$ cat src/rtl/frame_seq_pkg.sv
// -----------------------------------------------------------------------------
// frame_seq_pkg
// Shared types and constants for the per-frame framebuffer write scheduler:
// FSM state encoding, framebuffer coordinate widths and default screen size.
// -----------------------------------------------------------------------------
package frame_seq_pkg;

  // Framebuffer coordinate widths (x covers 160 columns, y covers 120 rows)
  localparam int unsigned X_W = 8;
  localparam int unsigned Y_W = 7;

  // Default screen dimensions
  localparam int unsigned DEFAULT_SCREEN_W = 160;
  localparam int unsigned DEFAULT_SCREEN_H = 120;

  // Frame scheduler states
  typedef enum logic [2:0] {
    IDLE,
    CLEAR,
    DRAW_START,
    DRAW,
    HOLD
  } state_t;

  // Cycle-count parameters of zero mean "one cycle"
  function automatic int unsigned at_least_one(input int unsigned n);
    return (n == 0) ? 1 : n;
  endfunction

endpackage

$ cat src/rtl/raster_counter.sv
// -----------------------------------------------------------------------------
// raster_counter
// Raster-order x/y sweep counter over a SCREEN_W x SCREEN_H region.
// Ports:
//   clock   in   system clock
//   reset   in   synchronous, active-high; clears x/y to (0,0)
//   load    in   restart the sweep at (0,0)
//   inc     in   advance one pixel; x wraps at SCREEN_W-1 and bumps y
//   x       out  current column (registered)
//   y       out  current row (registered)
//   last_c  out  combinational: current pixel is (SCREEN_W-1, SCREEN_H-1)
// -----------------------------------------------------------------------------
module raster_counter
  import frame_seq_pkg::*;
#(
  parameter int unsigned SCREEN_W = DEFAULT_SCREEN_W,
  parameter int unsigned SCREEN_H = DEFAULT_SCREEN_H
) (
  input  logic           clock,
  input  logic           reset,
  input  logic           load,
  input  logic           inc,
  output logic [X_W-1:0] x,
  output logic [Y_W-1:0] y,
  output logic           last_c
);

  localparam logic [X_W-1:0] X_LAST = X_W'(SCREEN_W - 1);
  localparam logic [Y_W-1:0] Y_LAST = Y_W'(SCREEN_H - 1);

  // Load wins over increment; y also wraps so the counter never leaves range
  always_ff @(posedge clock) begin
    if (reset || load) begin
      x <= '0;
      y <= '0;
    end else if (inc) begin
      if (x == X_LAST) begin
        x <= '0;
        y <= (y == Y_LAST) ? '0 : y + Y_W'(1);
      end else begin
        x <= x + X_W'(1);
      end
    end
  end

  assign last_c = (x == X_LAST) && (y == Y_LAST);

endmodule

$ cat src/rtl/frame_sequencer.sv
// -----------------------------------------------------------------------------
// frame_sequencer
// Per-frame scheduler and sole owner of the VGA framebuffer write port.
// Each frame: sweep the screen to BG_COLOR, pulse draw_start and forward the
// point drawer's writes until draw_done, then idle FRAME_WAIT_CYCLES cycles.
// Dropping enable lets the current frame finish through HOLD, then IDLE.
// Optional macro FRAME_SEQ_DRAW_TIMEOUT_EN adds a DRAW watchdog and the sticky
// draw_timeout output.
// Ports:
//   clock, reset      system clock, synchronous active-high reset
//   enable            level; run frames while high
//   draw_start        one-cycle pulse launching the point drawer
//   draw_x/y/color    drawer pixel, draw_writeEn drawer pixel valid
//   draw_done         drawer finished pulse
//   x/y/color/writeEn framebuffer write port (registered)
//   frame_done        one-cycle pulse on leaving DRAW
//   busy              high in every state except IDLE
//   draw_timeout      (macro only) sticky watchdog flag, cleared by reset
// -----------------------------------------------------------------------------
module frame_sequencer
  import frame_seq_pkg::*;
#(
  parameter int unsigned SCREEN_W            = DEFAULT_SCREEN_W,
  parameter int unsigned SCREEN_H            = DEFAULT_SCREEN_H,
  parameter int unsigned COLOR_CHANNEL_DEPTH = 1,
  parameter int unsigned BG_COLOR            = 0,
  parameter int unsigned FRAME_WAIT_CYCLES   = 1000,
  parameter int unsigned DRAW_TIMEOUT_CYCLES = 4096
) (
  input  logic                             clock,
  input  logic                             reset,
  input  logic                             enable,
  output logic                             draw_start,
  input  logic [X_W-1:0]                   draw_x,
  input  logic [Y_W-1:0]                   draw_y,
  input  logic [3*COLOR_CHANNEL_DEPTH-1:0] draw_color,
  input  logic                             draw_writeEn,
  input  logic                             draw_done,
  output logic [X_W-1:0]                   x,
  output logic [Y_W-1:0]                   y,
  output logic [3*COLOR_CHANNEL_DEPTH-1:0] color,
  output logic                             writeEn,
  output logic                             frame_done,
  output logic                             busy
`ifdef FRAME_SEQ_DRAW_TIMEOUT_EN
  ,
  output logic                             draw_timeout
`endif
);

  localparam int unsigned    CW        = 3 * COLOR_CHANNEL_DEPTH;
  localparam logic [CW-1:0]  BG        = CW'(BG_COLOR);
  localparam int unsigned    HOLD_N    = at_least_one(FRAME_WAIT_CYCLES);
  localparam int unsigned    HOLD_W    = $clog2(HOLD_N) + 1;
  localparam logic [HOLD_W-1:0] HOLD_LAST = HOLD_W'(HOLD_N - 1);

  state_t            state;
  logic [HOLD_W-1:0] hold_cnt;
  logic              hold_end_c;
  logic              sweep_load_c;
  logic              sweep_inc_c;
  logic [X_W-1:0]    sweep_x;
  logic [Y_W-1:0]    sweep_y;
  logic              sweep_last_c;

`ifdef FRAME_SEQ_DRAW_TIMEOUT_EN
  localparam int unsigned     WD_N    = at_least_one(DRAW_TIMEOUT_CYCLES);
  localparam int unsigned     WD_W    = $clog2(WD_N) + 1;
  localparam logic [WD_W-1:0] WD_LAST = WD_W'(WD_N - 1);

  logic [WD_W-1:0] wd_cnt;
`endif

  assign hold_end_c   = (state == HOLD) && (hold_cnt == HOLD_LAST);

  // Sweep restarts at (0,0) on every transition into CLEAR
  assign sweep_load_c = enable && ((state == IDLE) || hold_end_c);
  assign sweep_inc_c  = (state == CLEAR);

  raster_counter #(
    .SCREEN_W (SCREEN_W),
    .SCREEN_H (SCREEN_H)
  ) u_sweep (
    .clock  (clock),
    .reset  (reset),
    .load   (sweep_load_c),
    .inc    (sweep_inc_c),
    .x      (sweep_x),
    .y      (sweep_y),
    .last_c (sweep_last_c)
  );

  // Frame FSM with registered write-port and status outputs
  always_ff @(posedge clock) begin
    if (reset) begin
      state        <= IDLE;
      x            <= '0;
      y            <= '0;
      color        <= '0;
      writeEn      <= 1'b0;
      draw_start   <= 1'b0;
      frame_done   <= 1'b0;
      busy         <= 1'b0;
      hold_cnt     <= '0;
`ifdef FRAME_SEQ_DRAW_TIMEOUT_EN
      wd_cnt       <= '0;
      draw_timeout <= 1'b0;
`endif
    end else begin
      // Pulses and the write strobe default low every cycle
      writeEn    <= 1'b0;
      draw_start <= 1'b0;
      frame_done <= 1'b0;

      case (state)
        IDLE: begin
          if (enable) begin
            state <= CLEAR;
            busy  <= 1'b1;
          end
        end

        CLEAR: begin
          // Drawer inputs are ignored here, draw_done included
          writeEn <= 1'b1;
          x       <= sweep_x;
          y       <= sweep_y;
          color   <= BG;
          if (sweep_last_c) begin
            state <= DRAW_START;
          end
        end

        DRAW_START: begin
          draw_start <= 1'b1;
          state      <= DRAW;
`ifdef FRAME_SEQ_DRAW_TIMEOUT_EN
          wd_cnt     <= '0;
`endif
        end

        DRAW: begin
          // Pixel sampled with draw_done is still forwarded
          x       <= draw_x;
          y       <= draw_y;
          color   <= draw_color;
          writeEn <= draw_writeEn;
          if (draw_done) begin
            state      <= HOLD;
            frame_done <= 1'b1;
            hold_cnt   <= '0;
          end
`ifdef FRAME_SEQ_DRAW_TIMEOUT_EN
          else if (wd_cnt == WD_LAST) begin
            writeEn      <= 1'b0;
            state        <= HOLD;
            frame_done   <= 1'b1;
            draw_timeout <= 1'b1;
            hold_cnt     <= '0;
          end else begin
            wd_cnt <= wd_cnt + WD_W'(1);
          end
`endif
        end

        HOLD: begin
          if (hold_end_c) begin
            if (enable) begin
              state <= CLEAR;
            end else begin
              state <= IDLE;
              busy  <= 1'b0;
            end
          end else begin
            hold_cnt <= hold_cnt + HOLD_W'(1);
          end
        end

        default: begin
          state <= IDLE;
          busy  <= 1'b0;
        end
      endcase
    end
  end

endmodule

$ cat config.mk
export PLATFORM = sky130hd
export DESIGN_NAME = frame_sequencer
export DESIGN_NICKNAME = d
export VERILOG_FILES = /design/src/rtl/frame_seq_pkg.sv /design/src/rtl/raster_counter.sv /design/src/rtl/frame_sequencer.sv
export SDC_FILE = /design/constraint.sdc
export NUM_CORES = 1
export LEC_CHECK = 0
export CAP_MARGIN = 25
export CORE_UTILIZATION = 52
export DETAILED_ROUTE_END_ITERATION = 7
export PLACE_DENSITY = 0.82
export SLEW_MARGIN = 20
export SYNTH_ARGS = -nofsm -noshare
export SYNTH_HDL_FRONTEND = slang
export SYNTH_HIERARCHICAL = 1
export SYNTH_SLANG_ARGS = --single-unit
$ cat constraint.sdc
create_clock -name clock -period 2.85 [get_ports clock]
set_input_delay 0.855 -clock clock [delete_from_list [all_inputs] [get_ports clock]]
set_output_delay 0.855 -clock clock [all_outputs]
set_load 0.01 [all_outputs]
Yosys cells after proc, flatten, opt, wreduce, memory -nomap -nowiden

Cells that the tools add are included.

$add $sub $neg: 3
Multipliers: 0
Divide/modulo/power cells: 0
$lt $le $gt $ge: 0
Eq/ne operators: 13
Shift-type cells: 0
Mux-type cells: 21
Bitwise gates (word level): 2
Reduce and logical (&&, ||, !) cells: 14

Operator list:

| kind                                                               | number |
|---|---|
| 11-bit two-way mux                                                 | 2 |
| 11-bit case mux with 2 select lines                                | 1 |
| 8-bit case mux with 2 select lines                                 | 1 |
| 3-bit case mux with 5 select lines                                 | 1 |
| 7-bit case mux with 2 select lines                                 | 1 |
| 3-bit two-way mux                                                  | 4 |
| 11-bit by 1-bit adder with 11-bit output (second input constant)   | 1 |
| 11-bit by 10-bit == test with 1-bit output (second input constant) | 1 |
| 2-bit inequality test (second input constant)                      | 5 |
| 8-bit by 1-bit adder with 8-bit output (second input constant)     | 1 |
| 8-bit == test (second input constant)                              | 1 |
| 8-bit two-way mux                                                  | 1 |
| 4-bit AND reduction                                                | 2 |
| 7-bit by 1-bit adder with 7-bit output (second input constant)     | 1 |
| 7-bit == test (second input constant)                              | 1 |
| 7-bit two-way mux                                                  | 1 |
| 3-bit by 2-bit == test with 1-bit output (second input constant)   | 2 |
| 1-bit two-way mux                                                  | 6 |
| 3-bit case mux with 2 select lines                                 | 1 |
| 2-bit nonzero test                                                 | 2 |
| 3-bit by 1-bit == test with 1-bit output (second input constant)   | 1 |
| 3-bit == test (second input constant)                              | 1 |
| 1-bit logical AND                                                  | 3 |
| 3-bit zero test                                                    | 1 |
| 9 further kinds                                                    | 11 |

Register bits: 51
Latch bits: 0
Bits in writable memories: 0
Bits in read-only memories: 0
Bits of input ports: 23
Output and inout bits: 22
Logic and storage cells: 64
Memories kept: 0

Longest topological paths before layout

Word-level depth: 5
Gate-level depth with buffers: 10
Depth with buffers taken out: 8

Hierarchy

Netlist, hierarchy kept.

By module, submodules not included:

| module          | times used | cells each | area each (sq um) | seq. area each (sq um) |
|---|---|---|---|---|
| frame_sequencer | 1          | 197        | 1,760.4           | 720.7 |
| raster_counter  | 1          | 81         | 778.2             | 300.3 |

Worst setup path after synthesis

OpenSTA, ideal clock, no wires.

Kind: register to register
Start point: register hold_cnt[7]
End point: register u_sweep.x[1]
Setup time: 0.128 ns
Arrival: 1.871 ns
Data required time: 2.722 ns
Setup slack: 0.851 ns
Cell stages (with the launch flop): 8
Buffers on the path: 2
Period minus slack after synthesis: 1.999 ns
Path through: dfxtp_1 -> nand4_1 -> or4_1 -> a21oi_1 -> or2_1 -> clkbuf_1 -> clkbuf_1 -> nor2_1

Word-level cells in the longest chain between the ends: 5

Ends and longest elaborated chain:

| what                                       | line                   | source |
|---|---|---|
| from (decl)                                | frame_sequencer.sv:58  | `logic [HOLD_W-1:0] hold_cnt;` |
| from (signal assigned)                     | frame_sequencer.sv:175 | `hold_cnt <= hold_cnt + HOLD_W'(1);` |
| 11-bit by 10-bit == test with 1-bit output | frame_sequencer.sv:74  | `assign hold_end_c = (state == HOLD) && (hold_cnt == HOLD_LAST);` |
| 1-bit logical AND                          | frame_sequencer.sv:74  |  |
| 1-bit logical OR                           | frame_sequencer.sv:77  | `assign sweep_load_c = enable && ((state == IDLE) \|\| hold_end_c);` |
| 1-bit logical AND                          | frame_sequencer.sv:77  |  |
| net sweep_load_c                           | frame_sequencer.sv:60  | `logic sweep_load_c;` |
| 1-bit logical OR                           | raster_counter.sv:33   | `if (reset \|\| load) begin` |
| to (signal assigned)                       | raster_counter.sv:41   | `x <= x + X_W'(1);` |
| to (decl)                                  | raster_counter.sv:23   | `output logic [X_W-1:0] x,` |

The timed path passes the listed nets, and every way through them passes these cells.
A chain may end at the register's enable or synchronous reset.

Worst setup path in the final report

Start point: register state[0]
End point: register u_sweep.y[5]

Elaborated cells on any way between the ends: 8
Classes of those cells: 2 x eq/ne; 6 x reduce/logical

RTL lines:

| what                                     | line                   | source |
|---|---|---|
| from (decl)                              | frame_sequencer.sv:57  | `state_t state;` |
| from (signal assigned)                   | frame_sequencer.sv:96  | `state <= IDLE;` |
| from (signal assigned)                   | frame_sequencer.sv:118 | `state <= CLEAR;` |
| from (signal assigned)                   | frame_sequencer.sv:130 | `state <= DRAW_START;` |
| 3-bit by 1-bit == test with 1-bit output | frame_sequencer.sv:78  | `assign sweep_inc_c = (state == CLEAR);` |
| net sweep_inc_c                          | frame_sequencer.sv:61  | `logic sweep_inc_c;` |
| 2-bit AND reduction (no line)            | --                     |  |
| to (signal assigned)                     | raster_counter.sv:39   | `y <= (y == Y_LAST) ? '0 : y + Y_W'(1);` |
| to (decl)                                | raster_counter.sv:24   | `output logic [Y_W-1:0] y,` |

The timed path passes the listed nets, and every way through them passes these cells.

==> impl_metrics.toml <==
[worst_setup_path]
startpoint_type = "flop"
endpoint_kind = "flop"
cp.arrival_ps = 2480
cp_max_fo = 12
crit_chain = "nand2_1 -> nor2_1 -> buf_4 -> nand4b_2 -> nor3_4 -> a41oi_1 -> a311oi_1"
critPathRequiredTime_ps = 3080
crit_slowest_cell = "dfxtp_1"
cpPeakStageDelay_ps = 540
cpLargestDelayFamily = "simple AND/OR/NAND/NOR gates"
criticalPathCategory = "reg2reg"
path_buf_inv = 1

[route]
vias = 2171
first_pass_iters = 4
ant_nets = 0
vias_per_cell = 5.71
dr.first_iter.drc_count = 145
drt-total-wl_mm = 5.44
drc_errors = 0
post_drt_wl_per_cell_um = 14.3

[timing]
hold_violations = 0
finalMaxSlewViolations = 0
rsz0062_at_grt = "false"
tns_ps = 0
finalWorstPathRequiredPeriod_ps = 2250
clock_skew_ps = 6.65
clock.fmax_ghz = 0.445
post-route-period-util_pct = 78.8
tightest_slew_ps = 539
whs_ps = 458
slew_headroom_pct = 64.0
setup_viol = 0

[global_routing]
grt_usage_pct = 22.3
antenna_found_initial = 0
grt_pass1_vias = 1905
grt_max_degree = 38
grt_pass1_wl_mm = 9.05
grt-ovfl-total = 0

[placement]
dp_hpwl_mm = 3.80
io_buffers = 44
gp_congestion = 0.781

[synthesis]
ys_ff_latch = 51
synth.net_count = 304
yosysSeqAreaShare_pct = 40.2
synth_cell_types = 64
synth_flop_cell = "dfxtp_1"
netlist_instances = 278
syn_area_um2 = 2540
avgSynthCellArea_um2 = 9.13
synth_warnings = 6
synth_edf_count = 0
async_reset_ff_share_pct = 0

[cts]
cts_resized = 0
cts_inserted_buffers = 5
h-tree-depth = 2
postCtsSetupRepairBufs = 0
clockBufferDepth = 2
tritoncts = "done"
clockRootBuffer = "clkbuf_8"
cts.clk_slew.worst_paths_ps = 90
clock-sinks = 51
clock_latency_ps = 310
hold_buffers = 0

[flow_run]
drv_cap = 0

[floorplanning]
rows = 25
die-area_um2 = 5170
num_io_pins = 45
core_area_um2 = 4720
die_y_um = 71.9
fp.dieW_um = 71.9
start_util_pct = 53.7

[power_and_ir_drop]
power_density_nw_per_um2 = 446
ir_drop_mv = 0.254
power.leakage_nw = 0.968

[finish]
syn_to_final_growth_pct = 20.9
final_common_cell = "dfxtp_1"
layout.nets = 338
final_cell_mix = "dfxtp_1 (51), clkdlybuf4s50_1 (44), nor2_1 (32)"
drive_gt1_share_pct = 8.95
fill_cells = 388
n_antenna_cell = 0

[outcome]
outcome = "complete, no violations"

[worst_hold_path]
hp-class = "reg2reg"
## worst min-delay path, stage by stage (launching register included)
cell,delay [ps]
dfxtp_1,320
nand2_1,50
a21oi_1,50
## through the flow
stage / total power, W / worst slack, ps / instance area [um^2] / utilization [%] / std cells
floorplan: 0.000839 / 851 / 2540 / - / 278
detailed placement: 0.000917 / 590 / 2970 / 62.8 / 372
global placement: 0.000915 / 605 / 2970 / 62.8 / 372
global route: 0.00142 / 437 / 3070 / 65.0 / 380
CTS: 0.00137 / 601 / 3070 / 65.0 / 380
finish: 0.00137 / 604 / 3070 / 65.0 / 380
## synth_stat cells, types with 2 or more instances
| library cell | instances | area share, % |
|---|---|---|
| mux2i_1 | 19 | 7.5 |
| nand3_1 | 14 | 2.8 |
| a31oi_1 | 3 | 0.74 |
| or3_1 | 3 | 0.74 |
| a211oi_1 | 17 | 5.0 |
| nand4b_1 | 3 | 1.0 |
| clkbuf_1 | 8 | 1.2 |
| clkbuf_2 | 2 | 0.39 |
| buf_6 | 3 | 1.3 |
| o21ai_0 | 5 | 0.99 |
| nand2_1 | 15 | 2.2 |
| xnor2_1 | 3 | 1.0 |
| dfxtp_1 | 51 | 40 |
| xor2_1 | 3 | 1.0 |
| o31ai_1 | 2 | 0.59 |
| buf_2 | 4 | 0.79 |
| inv_1 | 4 | 0.59 |
| nand4_1 | 4 | 0.99 |
| a41oi_1 | 3 | 1.0 |
| nor2_1 | 32 | 4.7 |
| nor2b_1 | 3 | 0.74 |
| a21oi_1 | 16 | 3.2 |
| ha_1 | 3 | 1.5 |
| nor3_1 | 11 | 2.2 |
| o211ai_1 | 2 | 0.59 |
| nand3b_1 | 6 | 1.8 |
| a311oi_1 | 2 | 0.69 |
## area by class of cell
| class | instances | area, um^2 | area share [%] |
|---|---|---|---|
| repair buffers | 48 | 470 | 15.3 |
| flip-flops and latches | 51 | 1020 | 33.3 |
| well taps | 67 | 83.8 | 2.73 |
| clock buffers | 7 | 96.3 | 3.14 |
| clock inverters | 1 | 7.51 | 0.245 |
| multi-input cells | 202 | 1380 | 44.8 |
| inverters | 4 | 15.0 | 0.489 |
## final timing paths
path | startpoint | end | slack (ps) | cells after the start
max | state[0] | u_sweep/y[5] | 600 | 7
max reg2reg | state[0] | u_sweep/y[5] | 600 | 7
min | color[1] | color[1] | 460 | 2
min reg2reg | color[1] | color[1] | 460 | 2
## cells by family (layout without fill, tap and decap cells)
| kind of cell | after synthesis | count (layout) | share of synthesized area [%] |
|---|---|---|---|
| AO/OA/AOI/OAI | 59 | 59 | 16.2 |
| XOR/XNOR | 6 | 6 | 2.07 |
| adder cells (fa/ha/maj) | 3 | 3 | 1.48 |
| buffers and inverters | 25 | 60 | 5.62 |
| flip-flops | 51 | 51 | 40.2 |
| multiplexers | 20 | 20 | 7.93 |
| AND/OR/NAND/NOR | 114 | 114 | 26.5 |
## power by group
part           internal [W]  leakage (nW)  switching, W  total, W
Clock              0.000221        0.0505      0.000246  0.000467
Sequential         0.000733         0.414     0.0000144  0.000748
Combinational     0.0000834         0.504     0.0000692  0.000153
## sequential cells by signal (all words and copies together) (netlist names), 3 cells and up
signal	count
u_sweep/y	7
x	8
hold_cnt	11
color	3
state	3
y	7
u_sweep/x	8
## layer usage
| layer | track usage [%] | up-vias | wire, um |
|---|---|---|---|
| met5 | 0 | - | 0 |
| met4 | 8.06 | 0 | 84 |
| met3 | 3.52 | 9 | 230 |
| met2 | 32.2 | 52 | 2390 |
| met1 | 33.6 | 1015 | 2740 |
| li1 | - | 1095 | - |
Note: power is estimated with default switching activity, not from simulation.
